$ cat config.mk
export PLATFORM = sky130hd
export DESIGN_NAME = axi_mem_tester_flat
export DESIGN_NICKNAME = d
export VERILOG_FILES = /design/src/rtl/axi_mem_tester_if.sv /design/src/rtl/axi_mem_tester.sv /design/src/flat_wrapper.sv
export SDC_FILE = /design/constraint.sdc
export NUM_CORES = 1
export LEC_CHECK = 0
export ABC_CLOCK_PERIOD_IN_PS = 3630
export BUFFER_PORTS_ARGS = -buffer_cell sky130_fd_sc_hd__buf_2
export CAP_MARGIN = 30
export CORE_MARGIN = 4
export CORE_UTILIZATION = 45
export DETAILED_ROUTE_END_ITERATION = 7
export PLACE_DENSITY = 0.88
export SYNTH_ARGS = -nofsm -noshare
export SYNTH_HDL_FRONTEND = slang
export SYNTH_SLANG_ARGS = --single-unit
$ cat constraint.sdc
create_clock -name aclk -period 3.63 [get_ports aclk]
set_clock_uncertainty 0.2 [all_clocks]
set_input_delay 0.1815 -clock aclk [delete_from_list [all_inputs] [get_ports aclk]]
set_output_delay 0.1815 -clock aclk [all_outputs]
set_load 0.02 [all_outputs]
$ cat src/rtl/axi_mem_tester_if.sv
// AXI4 bus bundle (no ID channels) used between the memory tester and the
// memory-controller slave port.
//   M modport : master side, drives AW/W/AR request fields, bready and rready
//   S modport : slave side, drives the ready signals and the B/R responses
interface AXI #(
  parameter int DW = 32,
  parameter int AW = 32
);
  logic [AW-1:0]   awaddr;
  logic [7:0]      awlen;
  logic [2:0]      awsize;
  logic [1:0]      awburst;
  logic            awlock;
  logic [3:0]      awcache;
  logic [2:0]      awprot;
  logic [3:0]      awqos;
  logic [3:0]      awregion;
  logic            awvalid;
  logic            awready;

  logic [DW-1:0]   wdata;
  logic [DW/8-1:0] wstrb;
  logic            wlast;
  logic            wvalid;
  logic            wready;

  logic [1:0]      bresp;
  logic            bvalid;
  logic            bready;

  logic [AW-1:0]   araddr;
  logic [7:0]      arlen;
  logic [2:0]      arsize;
  logic [1:0]      arburst;
  logic            arlock;
  logic [3:0]      arcache;
  logic [2:0]      arprot;
  logic [3:0]      arqos;
  logic [3:0]      arregion;
  logic            arvalid;
  logic            arready;

  logic [DW-1:0]   rdata;
  logic [1:0]      rresp;
  logic            rlast;
  logic            rvalid;
  logic            rready;

  modport M (
    output awaddr, awlen, awsize, awburst, awlock, awcache, awprot, awqos,
           awregion, awvalid,
    input  awready,
    output wdata, wstrb, wlast, wvalid,
    input  wready,
    input  bresp, bvalid,
    output bready,
    output araddr, arlen, arsize, arburst, arlock, arcache, arprot, arqos,
           arregion, arvalid,
    input  arready,
    input  rdata, rresp, rlast, rvalid,
    output rready
  );

  modport S (
    input  awaddr, awlen, awsize, awburst, awlock, awcache, awprot, awqos,
           awregion, awvalid,
    output awready,
    input  wdata, wstrb, wlast, wvalid,
    output wready,
    output bresp, bvalid,
    input  bready,
    input  araddr, arlen, arsize, arburst, arlock, arcache, arprot, arqos,
           arregion, arvalid,
    output arready,
    output rdata, rresp, rlast, rvalid,
    input  rready
  );
endinterface

$ cat src/rtl/axi_mem_tester.sv
// AXI4 memory traffic generator and checker.
// On an accepted start it writes NUM_BURSTS INCR bursts of a seeded counting
// pattern, reads them all back and compares every beat, then reports the
// result until the next start.
//
// Ports:
//   aclk, aresetn   clock, asynchronous active-low reset
//   start           one-cycle pulse, ignored while busy
//   seed            pattern seed, captured on an accepted start
//   busy            test in progress
//   done            test finished, held until the next accepted start
//   pass            done with zero errors
//   err_count       saturating mismatch / error-response count
//   first_err_addr  byte address of the first failure
//   m_axi           AXI4 master port
//
// state  | meaning
// -------+----------------------------------------------------------
// IDLE   | waiting for start after reset
// AW     | write address issued for the current burst
// W      | streaming write beats of the current burst
// B      | waiting for the write response
// AR     | read address issued for the current burst
// R      | receiving and checking read beats
// DONE   | results valid, waiting for the next start
module axi_mem_tester #(
  parameter int              DW         = 32,
  parameter int              AW         = 32,
  parameter logic [AW-1:0]   BASE_ADDR  = '0,
  parameter int              BURST_LEN  = 16,
  parameter int              NUM_BURSTS = 64
) (
  input  logic          aclk,
  input  logic          aresetn,
  input  logic          start,
  input  logic [31:0]   seed,
  output logic          busy,
  output logic          done,
  output logic          pass,
  output logic [15:0]   err_count,
  output logic [AW-1:0] first_err_addr,
  AXI.M                 m_axi
);

  localparam int BYTES       = DW / 8;
  localparam int LANES       = DW / 32;
  localparam int BURST_BYTES = BURST_LEN * BYTES;
  localparam int BEAT_W      = (BURST_LEN > 1) ? $clog2(BURST_LEN) : 1;
  localparam int BCNT_W      = (NUM_BURSTS > 1) ? $clog2(NUM_BURSTS) : 1;

  localparam logic [BEAT_W-1:0] LAST_BEAT  = BEAT_W'(BURST_LEN - 1);
  localparam logic [BCNT_W-1:0] LAST_BURST = BCNT_W'(NUM_BURSTS - 1);
  localparam logic [2:0]        SIZE       = 3'($clog2(BYTES));

  localparam logic [2:0] S_IDLE = 3'd0;
  localparam logic [2:0] S_AW   = 3'd1;
  localparam logic [2:0] S_W    = 3'd2;
  localparam logic [2:0] S_B    = 3'd3;
  localparam logic [2:0] S_AR   = 3'd4;
  localparam logic [2:0] S_R    = 3'd5;
  localparam logic [2:0] S_DONE = 3'd6;

  logic [2:0]        state;
  logic [BCNT_W-1:0] burst;
  logic [BEAT_W-1:0] beat;
  logic [31:0]       seed_q;
  logic [15:0]       err_q;
  logic [AW-1:0]     first_q;

  logic [31:0]   word_idx;
  logic [31:0]   exp_word;
  logic [DW-1:0] exp_data;
  logic [AW-1:0] burst_addr;
  logic [AW-1:0] beat_addr;
  logic          is_last_beat;
  logic          is_last_burst;
  logic          b_hs;
  logic          r_hs;
  logic          b_err;
  logic          r_err;
  logic          err_hit;
  logic [AW-1:0] err_addr;

  // The same burst/beat counters serve both the write and the read pass, so
  // the pattern generator and the checker share one datapath.
  assign word_idx      = 32'(burst) * 32'(BURST_LEN) + 32'(beat);
  assign exp_word      = seed_q + word_idx;
  assign exp_data      = {LANES{exp_word}};
  assign burst_addr    = BASE_ADDR + AW'(burst) * AW'(BURST_BYTES);
  assign beat_addr     = burst_addr + AW'(beat) * AW'(BYTES);
  assign is_last_beat  = (beat == LAST_BEAT);
  assign is_last_burst = (burst == LAST_BURST);

  assign b_hs  = (state == S_B) && m_axi.bvalid;
  assign r_hs  = (state == S_R) && m_axi.rvalid;
  assign b_err = b_hs && (m_axi.bresp != 2'b00);
  // A short burst shows up as an early rlast, so rlast is checked per beat.
  assign r_err = r_hs && ((m_axi.rdata != exp_data) ||
                          (m_axi.rresp != 2'b00) ||
                          (m_axi.rlast != is_last_beat));
  assign err_hit  = b_err || r_err;
  assign err_addr = b_err ? burst_addr : beat_addr;

  always_ff @(posedge aclk or negedge aresetn) begin
    if (!aresetn) begin
      state   <= S_IDLE;
      burst   <= '0;
      beat    <= '0;
      seed_q  <= '0;
      err_q   <= '0;
      first_q <= '0;
    end else begin
      case (state)
        S_IDLE, S_DONE: begin
          if (start) begin
            state   <= S_AW;
            burst   <= '0;
            beat    <= '0;
            seed_q  <= seed;
            err_q   <= '0;
            first_q <= '0;
          end
        end
        S_AW: begin
          if (m_axi.awready) begin
            state <= S_W;
            beat  <= '0;
          end
        end
        S_W: begin
          if (m_axi.wready) begin
            if (is_last_beat) state <= S_B;
            else              beat  <= beat + BEAT_W'(1);
          end
        end
        S_B: begin
          if (m_axi.bvalid) begin
            if (is_last_burst) begin
              state <= S_AR;
              burst <= '0;
            end else begin
              state <= S_AW;
              burst <= burst + BCNT_W'(1);
            end
          end
        end
        S_AR: begin
          if (m_axi.arready) begin
            state <= S_R;
            beat  <= '0;
          end
        end
        S_R: begin
          if (m_axi.rvalid) begin
            if (is_last_beat) begin
              beat <= '0;
              if (is_last_burst) begin
                state <= S_DONE;
              end else begin
                state <= S_AR;
                burst <= burst + BCNT_W'(1);
              end
            end else begin
              beat <= beat + BEAT_W'(1);
            end
          end
        end
        default: state <= S_IDLE;
      endcase

      // err_q is zero until the first error, so it doubles as the
      // "first error not yet recorded" flag.
      if (err_hit) begin
        if (err_q != 16'hFFFF) err_q <= err_q + 16'd1;
        if (err_q == 16'd0)    first_q <= err_addr;
      end
    end
  end

  assign busy           = (state != S_IDLE) && (state != S_DONE);
  assign done           = (state == S_DONE);
  assign pass           = (state == S_DONE) && (err_q == 16'd0);
  assign err_count      = err_q;
  assign first_err_addr = first_q;

  assign m_axi.awaddr   = burst_addr;
  assign m_axi.awlen    = 8'(BURST_LEN - 1);
  assign m_axi.awsize   = SIZE;
  assign m_axi.awburst  = 2'b01;
  assign m_axi.awlock   = 1'b0;
  assign m_axi.awcache  = 4'b0011;
  assign m_axi.awprot   = 3'b000;
  assign m_axi.awqos    = 4'b0000;
  assign m_axi.awregion = 4'b0000;
  assign m_axi.awvalid  = (state == S_AW);

  assign m_axi.wdata    = exp_data;
  assign m_axi.wstrb    = '1;
  assign m_axi.wlast    = (state == S_W) && is_last_beat;
  assign m_axi.wvalid   = (state == S_W);

  assign m_axi.bready   = (state == S_B);

  assign m_axi.araddr   = burst_addr;
  assign m_axi.arlen    = 8'(BURST_LEN - 1);
  assign m_axi.arsize   = SIZE;
  assign m_axi.arburst  = 2'b01;
  assign m_axi.arlock   = 1'b0;
  assign m_axi.arcache  = 4'b0011;
  assign m_axi.arprot   = 3'b000;
  assign m_axi.arqos    = 4'b0000;
  assign m_axi.arregion = 4'b0000;
  assign m_axi.arvalid  = (state == S_AR);

  assign m_axi.rready   = (state == S_R);

endmodule
$ cat src/flat_wrapper.sv
// flat-port wrapper written by rule: the top's interface ports become plain ports
module axi_mem_tester_flat 
#(
  parameter int              DW         = 32,
  parameter int              AW         = 32,
  parameter logic [AW-1:0]   BASE_ADDR  = '0,
  parameter int              BURST_LEN  = 16,
  parameter int              NUM_BURSTS = 64
)
  (aclk, aresetn, start, seed, busy, done, pass, err_count, first_err_addr, m_axi_awaddr, m_axi_awlen, m_axi_awsize, m_axi_awburst, m_axi_awlock, m_axi_awcache, m_axi_awprot, m_axi_awqos, m_axi_awregion, m_axi_awvalid, m_axi_awready, m_axi_wdata, m_axi_wstrb, m_axi_wlast, m_axi_wvalid, m_axi_wready, m_axi_bresp, m_axi_bvalid, m_axi_bready, m_axi_araddr, m_axi_arlen, m_axi_arsize, m_axi_arburst, m_axi_arlock, m_axi_arcache, m_axi_arprot, m_axi_arqos, m_axi_arregion, m_axi_arvalid, m_axi_arready, m_axi_rdata, m_axi_rresp, m_axi_rlast, m_axi_rvalid, m_axi_rready);
  AXI #(.DW(DW), .AW(AW)) m_axi_i ();
  input  logic aclk;
  input  logic aresetn;
  input  logic start;
  input  logic [31:0] seed;
  output logic busy;
  output logic done;
  output logic pass;
  output logic [15:0] err_count;
  output logic [AW-1:0] first_err_addr;
  output wire logic [$bits(m_axi_i.awaddr)-1:0] m_axi_awaddr;
  output wire logic [$bits(m_axi_i.awlen)-1:0] m_axi_awlen;
  output wire logic [$bits(m_axi_i.awsize)-1:0] m_axi_awsize;
  output wire logic [$bits(m_axi_i.awburst)-1:0] m_axi_awburst;
  output wire logic [$bits(m_axi_i.awlock)-1:0] m_axi_awlock;
  output wire logic [$bits(m_axi_i.awcache)-1:0] m_axi_awcache;
  output wire logic [$bits(m_axi_i.awprot)-1:0] m_axi_awprot;
  output wire logic [$bits(m_axi_i.awqos)-1:0] m_axi_awqos;
  output wire logic [$bits(m_axi_i.awregion)-1:0] m_axi_awregion;
  output wire logic [$bits(m_axi_i.awvalid)-1:0] m_axi_awvalid;
  input wire logic [$bits(m_axi_i.awready)-1:0] m_axi_awready;
  output wire logic [$bits(m_axi_i.wdata)-1:0] m_axi_wdata;
  output wire logic [$bits(m_axi_i.wstrb)-1:0] m_axi_wstrb;
  output wire logic [$bits(m_axi_i.wlast)-1:0] m_axi_wlast;
  output wire logic [$bits(m_axi_i.wvalid)-1:0] m_axi_wvalid;
  input wire logic [$bits(m_axi_i.wready)-1:0] m_axi_wready;
  input wire logic [$bits(m_axi_i.bresp)-1:0] m_axi_bresp;
  input wire logic [$bits(m_axi_i.bvalid)-1:0] m_axi_bvalid;
  output wire logic [$bits(m_axi_i.bready)-1:0] m_axi_bready;
  output wire logic [$bits(m_axi_i.araddr)-1:0] m_axi_araddr;
  output wire logic [$bits(m_axi_i.arlen)-1:0] m_axi_arlen;
  output wire logic [$bits(m_axi_i.arsize)-1:0] m_axi_arsize;
  output wire logic [$bits(m_axi_i.arburst)-1:0] m_axi_arburst;
  output wire logic [$bits(m_axi_i.arlock)-1:0] m_axi_arlock;
  output wire logic [$bits(m_axi_i.arcache)-1:0] m_axi_arcache;
  output wire logic [$bits(m_axi_i.arprot)-1:0] m_axi_arprot;
  output wire logic [$bits(m_axi_i.arqos)-1:0] m_axi_arqos;
  output wire logic [$bits(m_axi_i.arregion)-1:0] m_axi_arregion;
  output wire logic [$bits(m_axi_i.arvalid)-1:0] m_axi_arvalid;
  input wire logic [$bits(m_axi_i.arready)-1:0] m_axi_arready;
  input wire logic [$bits(m_axi_i.rdata)-1:0] m_axi_rdata;
  input wire logic [$bits(m_axi_i.rresp)-1:0] m_axi_rresp;
  input wire logic [$bits(m_axi_i.rlast)-1:0] m_axi_rlast;
  input wire logic [$bits(m_axi_i.rvalid)-1:0] m_axi_rvalid;
  output wire logic [$bits(m_axi_i.rready)-1:0] m_axi_rready;
  assign m_axi_awaddr = m_axi_i.awaddr;
  assign m_axi_awlen = m_axi_i.awlen;
  assign m_axi_awsize = m_axi_i.awsize;
  assign m_axi_awburst = m_axi_i.awburst;
  assign m_axi_awlock = m_axi_i.awlock;
  assign m_axi_awcache = m_axi_i.awcache;
  assign m_axi_awprot = m_axi_i.awprot;
  assign m_axi_awqos = m_axi_i.awqos;
  assign m_axi_awregion = m_axi_i.awregion;
  assign m_axi_awvalid = m_axi_i.awvalid;
  assign m_axi_i.awready = m_axi_awready;
  assign m_axi_wdata = m_axi_i.wdata;
  assign m_axi_wstrb = m_axi_i.wstrb;
  assign m_axi_wlast = m_axi_i.wlast;
  assign m_axi_wvalid = m_axi_i.wvalid;
  assign m_axi_i.wready = m_axi_wready;
  assign m_axi_i.bresp = m_axi_bresp;
  assign m_axi_i.bvalid = m_axi_bvalid;
  assign m_axi_bready = m_axi_i.bready;
  assign m_axi_araddr = m_axi_i.araddr;
  assign m_axi_arlen = m_axi_i.arlen;
  assign m_axi_arsize = m_axi_i.arsize;
  assign m_axi_arburst = m_axi_i.arburst;
  assign m_axi_arlock = m_axi_i.arlock;
  assign m_axi_arcache = m_axi_i.arcache;
  assign m_axi_arprot = m_axi_i.arprot;
  assign m_axi_arqos = m_axi_i.arqos;
  assign m_axi_arregion = m_axi_i.arregion;
  assign m_axi_arvalid = m_axi_i.arvalid;
  assign m_axi_i.arready = m_axi_arready;
  assign m_axi_i.rdata = m_axi_rdata;
  assign m_axi_i.rresp = m_axi_rresp;
  assign m_axi_i.rlast = m_axi_rlast;
  assign m_axi_i.rvalid = m_axi_rvalid;
  assign m_axi_rready = m_axi_i.rready;
  axi_mem_tester #(.DW(DW), .AW(AW), .BASE_ADDR(BASE_ADDR), .BURST_LEN(BURST_LEN), .NUM_BURSTS(NUM_BURSTS)) u_core (.aclk(aclk), .aresetn(aresetn), .start(start), .seed(seed), .busy(busy), .done(done), .pass(pass), .err_count(err_count), .first_err_addr(first_err_addr), .m_axi(m_axi_i));
endmodule
==> impl_metrics.tcl <==
set metrics [dict create \
    synth-seq-cells 93 \
    grt_usage_pct 23.6 \
    grt_pass1_wl_microns 34200 \
    cts_buffers 9 \
    final_util_pct 62.2 \
    row_count 45 \
    slew_headroom_pct 50.1 \
    yosysSeqAreaShare_pct 32.4 \
    grt_start_max_net_pins 47 \
    synth_cells 867 \
    yosysWarnings 0 \
    outcome "complete, but fails checks" \
    cp_max_fo 20 \
    hold_violations 0 \
    wl_per_cell_microns 16.4 \
    synth_edf_count 0 \
    diodes 0 \
    slew_violations 0 \
    syn_area_sq_mm 0.00718 \
    vias_per_cell 5.24 \
    overflow 0 \
    dr_wl_met2_microns 11100 \
    required_ps 3690 \
    syn_area_per_cell_sq_um 8.28 \
    numPortBuffers 177 \
    vias 7227 \
    clk_path_buf_depth 2 \
    root_buffer "clkbuf_16" \
    die-height_microns 134 \
    clk_pin_slew_ps 70 \
    synth.most_common_cell "nand2_1" \
    dp_slack_ps -398 \
    die_w_microns 134 \
    htree_levels 3 \
    drive_above_1_share_pct 31.7 \
    ir_drop_mv 0.247 \
    endpoint_kind "register" \
    maxUsedRoutingLayer "met4" \
    wl_met1_microns 8940 \
    cap_violations 0 \
    ys_async_sr_fraction_pct 100 \
    nFillCells 1295 \
    hp-class "input pin to asynchronous set/reset pin" \
    routed_wl_microns 22700 \
    grt_pass1_vias 6665 \
    setup_viol 48 \
    start_util_pct 46.5 \
    antenna_found_initial 0 \
    core_sq_mm 0.0154 \
    io_pins 292 \
    max_freq_ghz 0.260 \
    drtAntennaViolNets 0 \
    p_leak_nw 4.88 \
    tightestPinTransition_ps 743 \
    first_iter_violations 607 \
    violations "negative setup slack" \
    critPathLaunchType "register" \
    clkLatencyLatePin_ps 350 \
    synth.largest_area_cell "dfrtp_1" \
    gp_congestion 0.939 \
    drc 0 \
    cts.sinks 93 \
    finalWorstSetupSlack_ps -210 \
    post-route-period-util_pct 106 \
    synth_top_area_share_pct 32.4 \
    rsz0062_at_grt "true" \
    power_density_mw_per_mm2 572 \
    dr.pass1.iters 5 \
    synth_ff_type "dfrtp_1" \
    critPathKind "register to register" \
    yosysUniqueCellTypes 67 \
    crit_arrival_ps 3900 \
    dpl.hpwl_microns 16800 \
    period_needed_ps 3840 \
    finalNetCount 1257 \
    cts_tree "built" \
    dieArea_sq_mm 0.0180 \
    syn2layout_area_growth_pct 33.6 \
    met3_length_microns 2050 \
    ys_top_cells_by_area "dfrtp_1 32%, buf_4 13%, nand2_1 8.4%" \
    netlist_top_cells_count "161 x nand2_1, 120 x buf_4, 93 x dfrtp_1" \
]
## repair_timing
item	CTS	global route
hold endpoints to repair	73	0
hold buffers	33	0
gates cloned	1	0
resized for setup	35	28
setup endpoints to repair	48	48
buffers inserted	2	7
pin swaps	14	9
## worst max-delay path: stages (launching register included)
cell and delay (ps):
dfrtp_1 410, ha_2 220, inv_2 60, fa_2 470
xnor2_2 160, nor3_2 120, o2111ai_2 200, nor4_4 240
buf_4 180, o211ai_1 90, nor4b_1 290, and4_1 280
and4_4 290, buf_12 140, nor3_4 50, buf_12 160
nor3b_1 180
## final cells by class
cell class                 count  area [sq um]  share of cell area (%)
inverter                      33           124                    1.29
multi-input combinational    695          4390                    45.8
tap                          211           264                    2.75
clock inverter                 7          63.8                   0.665
clock buffer                   9           225                    2.35
sequential                    93          2330                    24.3
timing repair buffer         332          2200                    22.9
## metrics by stage
stage | instance area (sq um) | setup TNS, ps | total power, mW | instances | hold slack [ps]
after floorplan | 7660 | -2790 | 3.33 | 979 | -314
after global placement | 8620 | -11790 | 4.27 | 1323 | 16.3
after detailed placement | 8620 | -14580 | 4.33 | 1323 | 23.4
after CTS | 9410 | -7510 | 5.36 | 1374 | 140
after global routing | 9590 | -13990 | 5.82 | 1380 | 183
final | 9590 | -8030 | 5.49 | 1380 | 164
## logic make-up (layout without fill, tap and decap cells)
group / count (synthesis) / count (layout) / synth area share (%)
buffers and inverters: 191 / 381 / 16.7
AND/OR/NAND/NOR: 345 / 345 / 23.9
XOR/XNOR: 57 / 57 / 8.33
flip-flops: 93 / 93 / 32.4
adder cells (fa/ha/maj): 16 / 16 / 2.89
other: 2 / 114 / 0.105
multiplexers: 13 / 13 / 1.83
AO/OA/AOI/OAI: 150 / 150 / 13.8
## layer usage
layer,global-route usage [%],vias up
met5,0,-
met4,8.82,0
met3,4.80,52
met2,38.3,402
met1,31.3,3409
li1,-,3364
## power by group
part	total, mW	internal, mW	switching (mW)
Sequential	1.42	1.24	0.177
Combinational	3.13	1.24	1.89
Clock	0.937	0.481	0.456
Total	5.49	2.96	2.53
## registers in the layout (all words and copies together), names as in the netlist
signal                 flops
u_core.seed_q             32
u_core.first_err_addr     32
u_core.state               3
u_core.err_count          16
u_core.beat                4
u_core.burst               6
## worst paths after layout
path | cells past startpoint | startpoint | end | slack (ps)
max in group asynchronous | 3 | aresetn | u_core.first_err_addr[27] | 2220
min in group aclk | 5 | m_axi_bresp[0] | u_core.first_err_addr[4] | 180
worst max-delay path | 16 | u_core.seed_q[0] | u_core.first_err_addr[12] | -210
worst max register to register | 16 | u_core.seed_q[0] | u_core.first_err_addr[12] | -210
worst min register to register | 2 | u_core.seed_q[6] | u_core.seed_q[6] | 320
worst min-delay path | 2 | aresetn | u_core.state[2] | 160
## placed cells by master (no fill, tap or decap), types with 4 or more instances in the layout
master	count
clkbuf_16	9
mux2i_1	11
o21ai_0	29
nand2b_1	9
and2_1	9
a221o_1	4
nor3b_1	17
and4_1	4
nor2b_1	7
and3_1	9
nand4_1	13
buf_12	4
nor3_1	11
nor3b_2	7
nand2_1	160
xnor3_1	5
buf_2	176
nand3_1	23
xor2_1	18
conb_1	114
nor4_1	10
dfrtp_1	92
a211oi_1	5
buf_4	116
dlygate4sd3_1	33
o211ai_1	11
a211o_1	5
o21ai_1	8
xnor2_1	30
inv_1	32
o22ai_1	4
or2_2	4
or4_1	4
a21oi_1	28
a21o_1	6
a31oi_1	7
nor2_1	32
nor4b_1	4
ha_1	11
No activity file was read; power rests on OpenSTA's default activity.
